[src/rtl/counter_sequencer.sv]
// counter_sequencer: load/run/wrap sequencer that owns an N-bit up-counter.
// A start command latches the terminal value and mode, then the counter
// runs 0..limit and pulses tick for one cycle on each wrap. One-shot runs
// park in DONE after the first wrap; periodic runs reload and keep going.
// All outputs come straight from registers, so no input reaches an output
// combinationally.

module counter_sequencer #(
   parameter int N = 8
) (
   input  logic         clock,
   input  logic         reset,
   input  logic         start,
   input  logic         abort,
   input  logic         pause,
   input  logic         periodic,
   input  logic [N-1:0] limit,
   output logic [N-1:0] cnt,
   output logic         tick,
   output logic         busy,
   output logic         done
);

   typedef enum logic [1:0] {
      ST_IDLE = 2'd0,
      ST_RUN  = 2'd1,
      ST_DONE = 2'd2
   } state_t;

   localparam logic [N-1:0] CNT_ZERO = {N{1'b0}};
   localparam logic [N-1:0] CNT_ONE  = N'(1'b1);

   state_t         state_r;
   state_t         state_s;
   logic [N-1:0]   cnt_r;
   logic [N-1:0]   cnt_s;
   logic [N-1:0]   limit_r;
   logic [N-1:0]   limit_s;
   logic           periodic_r;
   logic           periodic_s;
   logic           tick_r;
   logic           tick_s;
   logic           busy_r;
   logic           busy_s;
   logic           done_r;
   logic           done_s;

   // Next-state and next-output decode; abort outranks start, start outranks counting.
   always_comb begin
      state_s    = state_r;
      cnt_s      = cnt_r;
      limit_s    = limit_r;
      periodic_s = periodic_r;
      tick_s     = 1'b0;

      if (abort) begin
         state_s = ST_IDLE;
         cnt_s   = CNT_ZERO;
      end else if (start) begin
         // Restarting from RUN simply abandons the current period without a tick.
         limit_s    = limit;
         periodic_s = periodic;
         cnt_s      = CNT_ZERO;
         state_s    = ST_RUN;
      end else begin
         case (state_r)
            ST_RUN: begin
               if (pause) begin
                  cnt_s = cnt_r;
               end else if (cnt_r == limit_r) begin
                  // Wrap: reload with no gap cycle, or finish a one-shot run.
                  cnt_s  = CNT_ZERO;
                  tick_s = 1'b1;
                  if (periodic_r) begin
                     state_s = ST_RUN;
                  end else begin
                     state_s = ST_DONE;
                  end
               end else begin
                  cnt_s = cnt_r + CNT_ONE;
               end
            end
            ST_IDLE: begin
               cnt_s = CNT_ZERO;
            end
            ST_DONE: begin
               cnt_s = CNT_ZERO;
            end
            default: begin
               // Unreachable encoding: fall back to a safe idle state.
               state_s = ST_IDLE;
               cnt_s   = CNT_ZERO;
            end
         endcase
      end

      busy_s = (state_s == ST_RUN);
      done_s = (state_s == ST_DONE);
   end

   // State and output registers, cleared asynchronously by reset.
   always_ff @(posedge clock or posedge reset) begin
      if (reset) begin
         state_r    <= ST_IDLE;
         cnt_r      <= CNT_ZERO;
         limit_r    <= CNT_ZERO;
         periodic_r <= 1'b0;
         tick_r     <= 1'b0;
         busy_r     <= 1'b0;
         done_r     <= 1'b0;
      end else begin
         state_r    <= state_s;
         cnt_r      <= cnt_s;
         limit_r    <= limit_s;
         periodic_r <= periodic_s;
         tick_r     <= tick_s;
         busy_r     <= busy_s;
         done_r     <= done_s;
      end
   end

   assign cnt  = cnt_r;
   assign tick = tick_r;
   assign busy = busy_r;
   assign done = done_r;

endmodule
[config.mk]
export PLATFORM = sky130hd
export DESIGN_NAME = counter_sequencer
export DESIGN_NICKNAME = d
export VERILOG_FILES = /design/src/rtl/counter_sequencer.sv
export SDC_FILE = /design/constraint.sdc
export NUM_CORES = 1
export LEC_CHECK = 0
export BUFFER_PORTS_ARGS = -buffer_cell sky130_fd_sc_hd__buf_2
export CORE_UTILIZATION = 50
export DETAILED_ROUTE_END_ITERATION = 10
export PLACE_DENSITY_LB_ADDON = 0.1
export REMOVE_ABC_BUFFERS = 1
export SLEW_MARGIN = 30
export SYNTH_ARGS = -nofsm -noshare
export SYNTH_HDL_FRONTEND = slang
export SYNTH_SLANG_ARGS = --single-unit
[constraint.sdc]
create_clock -name clock -period 1.9 [get_ports clock]
set_clock_uncertainty 0.15 [all_clocks]
set_input_delay 0.285 -clock clock [delete_from_list [all_inputs] [get_ports clock]]
set_output_delay 0.285 -clock clock [all_outputs]
set_load 0.02 [all_outputs]
Word-level counts from Yosys, hierarchy flattened
Index checks and enable logic that the tools add are counted.
{"block": "word_totals", "inputBits": 14, "out_inout_bits": 11, "reg_bits": 22, "word_cells": 34}
{"block": "op_classes", "muxes": 16, "n_bitwise": 1, "n_addsub": 1, "reduce_logical": 3, "eq_ne": 6}
{"operator": "2-to-1 mux 8 bit", "n": 5}
{"operator": "2-to-1 mux 2 bit", "n": 5}
{"operator": "adder 8 x 1 -> 8 bit (second input constant)", "n": 1}
{"operator": "== test 8 bit", "n": 1}
{"operator": "2-to-1 mux 1 bit", "n": 5}
{"operator": "== test 2 x 1 -> 1 bit (second input constant)", "n": 2}
{"operator": "== test 2 bit (second input constant)", "n": 2}
{"operator": "!= test 4 bit (second input constant)", "n": 1}
{"operator": "case mux 2 bit (2 select lines)", "n": 1}
{"operator": "zero test 2 bit", "n": 1}
{"operator": "AND reduction 2 bit", "n": 1}
{"operator": "OR reduction 2 bit", "n": 1}
{"operator": "inverter 1 bit", "n": 1}

Longest topological paths before layout
{"block": "logic_depth", "ltp_word": 7, "ltp_mapped": 6, "depth_no_buf": 5}

Worst setup path after synthesis
No wires, ideal clock.
{"block": "synth_path", "kind": "flip-flop to flip-flop", "start": "register cnt_r[7], in the netlist cnt[7]", "end": "register busy_r, in the netlist busy", "n_path_buf": 0, "slack_ns": 0.095, "period_less_slack_ns": 1.805, "required_ns": 1.616, "setup_time_ns": 0.134, "stages_incl_launch_ff": 6, "arrival_ns": 1.520, "path_cell_list": "dfrtp_1 > xor2_1 > nor4_1 > nand2_1 > nor4_1 > nor3_1"}
{"block": "synth_between", "elab_chain_cells": 7}
{"element": "start, declared", "line": "35", "text": "logic [N-1:0] cnt_r;"}
{"element": "start signal, assigned", "line": "113", "text": "cnt_r <= cnt_s;"}
{"element": "== test 8 bit", "line": "70", "text": "end else if (cnt_r == limit_r) begin"}
{"element": "2-to-1 mux 2 bit", "line": "70"}
{"element": "2-to-1 mux 2 bit", "line": "68", "text": "if (pause) begin"}
{"element": "case mux 2 bit (2 select lines)", "line": "66", "text": "case (state_r)"}
{"element": "2-to-1 mux 2 bit", "line": "59", "text": "end else if (start) begin"}
{"element": "2-to-1 mux 2 bit", "line": "56", "text": "if (abort) begin"}
{"element": "== test 2 x 1 -> 1 bit", "line": "97", "text": "busy_s = (state_s == ST_RUN);"}
{"element": "named net busy_s", "line": "44", "text": "logic busy_s;"}
{"element": "end signal, assigned", "line": "117", "text": "busy_r <= busy_s;"}
{"element": "end, declared", "line": "43", "text": "logic busy_r;"}
The timed path passes the listed nets, and every way through them passes these cells.
A chain may end at the register's enable or synchronous reset.

Worst setup path in the final report
{"block": "layout_path", "start": "register cnt_r[5], in the netlist cnt[5]", "end": "register cnt_r[5], in the netlist cnt[5]"}
{"block": "layout_between", "elab_chain_cells": 6, "word_cells_on_any_way": 7, "classes_between": "add/sub (1); eq/ne (1); mux (5)"}
{"element": "adder 8 x 1 -> 8 bit / == test 8 bit (equally long branches)", "line": "80, 70"}
{"element": "2-to-1 mux 8 bit (*)", "line": "70"}
{"element": "2-to-1 mux 8 bit (*)", "line": "68"}
{"element": "2-to-1 mux 8 bit (*)", "line": "66"}
{"element": "2-to-1 mux 8 bit (*)", "line": "59"}
{"element": "2-to-1 mux 8 bit (*)", "line": "56"}
Every way passes the cells marked *; elsewhere a longest branch is shown, timed or not. The select of a mux whose other input is x is not followed.

==> impl_metrics.ini <==
[grt]
first_global_vias = 697
grt_max_degree = 23
grt_pass1_wl_um = 3110
grt_overflow = 0
antenna_found_initial = 0
grt_usage_pct = 19.9

[status]
status = completed

[logic_synthesis]
syn_inst = 98
yosysTopAreaCell = dfrtp_1
syn_avg_cell_area_um2 = 10.8
synth.ff_latch_count = 22
synthSimpleGateAreaFrac_pct = 19.1
synth_top_family_by_area = simple AND/OR/NAND/NOR gates
synth.area.mux_share_pct = 11.5
ys_warn_count = 0
async_reset_ff_share_pct = 100
synthXorXnorAreaFrac_pct = 6.63
synth_area_um2 = 1060
synthTopCellsByArea = dfrtp_1, mux2_2, xor2_1, nand2_1, o21ai_0
synth_cell_type_count = 28
synth_most_common_cell = dfrtp_1
synth_top_area_share_pct = 52.1
synth-edff-count = 0
synth-seq-area-share_pct = 52.1
yosys-top-cells-count = dfrtp_1, nand2_1, mux2_2
ys.flop_type = dfrtp_1
synth-compound-area-share_pct = 7.81
yosys.area_share.adder_pct = 1.18

[min_path]
hp-class = input port to flip-flop
min_to = state_r[0]$_DFF_PP0_
hold_depth = 2
min_from = abort

[worst_setup_path]
cp_slowest_cell = dfrtp_1
timing.rr.end = cnt[5]$_DFFE_PP0P_
cp-start-kind = flip-flop
cp-end-kind = flip-flop
r2r_start = cnt[5]$_DFFE_PP0P_
critPathRequiredTime_ns = 1.99
arrival_ns = 1.88
r2r_setup_slack_ns = 0.11
critPathMaxStageDelay_ns = 0.47
rr_worst_depth = 5
worstPathCellList = xor2_1 > nor4_2 > a21o_1 > or4_1 > nand3_1
worstPathMaxFanout = 7
criticalPathCategory = flip-flop to flip-flop

[place]
dpl.hpwl_um = 1450
pre_cts_ws_ns = 0.0474
placed_cell_area_um2 = 1250
gp_congestion = 0.840
port_buffers = 24
place_inst = 154

[routing]
vias_per_cell = 5.33
drt_iter0_drc = 12
drc = 0
drtPass1Iterations = 4
wirelength_um = 1930
vias = 842
wl_per_cell_um = 12.2
ant_nets = 0

[clock_tree]
cts_buffers = 3
worst_skew_pair.late_latency_ns = 0.30
max-clock-path-buffers = 2
cts_tree = done
htree_levels = 1
post_cts_buffers = 0
path_clk_slew_ns = 0.11
clock_sinks = 22
cts-root-buf = clkbuf_4

[final_layout]
syn_to_final_growth_pct = 23.6
drive_above_1_share_pct = 36.6
n_antenna_cell = 0
finalInstanceArea_um2 = 1310
fin_nets = 148
layout.cells.non_filler = 158
fill_cells = 169

[sta]
final_hold_viol_count = 0
tightest_slew_ns = 0.391
rsz0062_at_grt = true
setup_viol = 0
fin_crit_ns = 1.79
post-route-period-util_pct = 94.1
setup_ws_ns = 0.112
max_freq_ghz = 0.559
slew_violations = 0
maxSlewHeadroom_pct = 73.7

[floorplanning]
rows = 16
initial_core_util_pct = 53.3
core-area_um2 = 1980
ios = 25
dieArea_um2 = 2300
die_w_um = 48.0
die_y_um = 48.0

[power_and_ir_drop]
leakage_uw = 0.000621
p_per_area_nw_per_um2 = 644
finalPower_uw = 842
ir_worst_vdd_v = 0.000562

[job]
drv_cap = 0
[layout by cell type, fill, tap and decap left out, types with 3 or more instances in the layout]
cell	instances
buf_2	24
dfrtp_1	22
nand2_1	12
mux2_2	9
xor2_1	8
buf_4	7
o21ai_0	6
nor2_1	5
nand3_1	5
nor3_1	3
clkbuf_4	3
[routing by layer]
layer  vias up  wire (µm)  global-route usage (%)
li1        419          -                       -
met1       396        960                    30.4
met2        25        882                    28.1
met3         2         69                    2.26
met4         0         13                    8.33
met5         -          0                       0
[report_power, final]
part | switching, µW | leakage, µW | internal [µW]
registers | 26.0 | 0.000284 | 500
logic | 54.1 | 0.000323 | 60.3
clock network | 127 | 0.0000138 | 73.8
[layout make-up]
| type | count | area, µm² | share of cell area [%] |
|---|---|---|---|
| well taps | 27 | 33.8 | 2.59 |
| multi-input cells | 72 | 509 | 39.0 |
| repair buffers | 32 | 183 | 14.0 |
| inverters | 2 | 7.51 | 0.575 |
| clock buffers | 3 | 22.5 | 1.72 |
| flip-flops and latches | 22 | 551 | 42.1 |
[through the flow]
stage | utilization, % | hold slack [ns] | setup TNS, ns
after global routing | 65.9 | 0.0397 | -0.104
final | 65.9 | 0.0561 | 0
after CTS | 64.8 | 0.0351 | 0
after floorplan | - | 0.124 | 0
after detailed placement | 63.2 | 0.185 | 0
after global placement | 63.2 | 0.175 | 0
[state kept, by name (all words and copies together), names as in the netlist]
register	count
cnt	8
limit_r	8
state_r	2
busy	1
done	1
periodic_r	1
tick	1
[worst max path at each step]
stage / start / end / slack [ns] / depth (start not counted)
after floorplan: cnt[7]$_DFFE_PP0P_ / busy$_DFF_PP0_ / 0.1 / 5
after global placement: cnt[5]$_DFFE_PP0P_ / busy$_DFF_PP0_ / 0.07 / 5
after detailed placement: cnt[5]$_DFFE_PP0P_ / busy$_DFF_PP0_ / 0.05 / 5
after CTS: cnt[5]$_DFFE_PP0P_ / busy$_DFF_PP0_ / 0.01 / 5
after global routing: cnt[1]$_DFFE_PP0P_ / cnt[2]$_DFFE_PP0P_ / -0.03 / 5
final: cnt[5]$_DFFE_PP0P_ / cnt[5]$_DFFE_PP0P_ / 0.11 / 5
[timing repair]
item / 4_1_cts / 5_1_grt
gates resized for setup: 0 / 5
setup endpoints to repair: 0 / 3
endpoints found under the hold margin: 22 / 0
hold buffers: 1 / 0
[critical path, delay by kind of cell (launching register included)]
kind	cells	cell delay, ns
xor gates and xnor gates	1	0.22
DFF	1	0.47
and+or+nand+nor	3	0.65
AOI/OAI and AO/OA	1	0.23
[kinds of logic after synthesis]
| group | after synthesis |
|---|---|
| AND/OR/NAND/NOR | 39 |
| flip-flops | 22 |
| AO/OA/AOI/OAI | 13 |
| multiplexers | 11 |
| XOR/XNOR | 8 |
| buffers and inverters | 4 |
| adder cells (fa/ha/maj) | 1 |
Note: power is estimated with default switching activity, not from simulation.
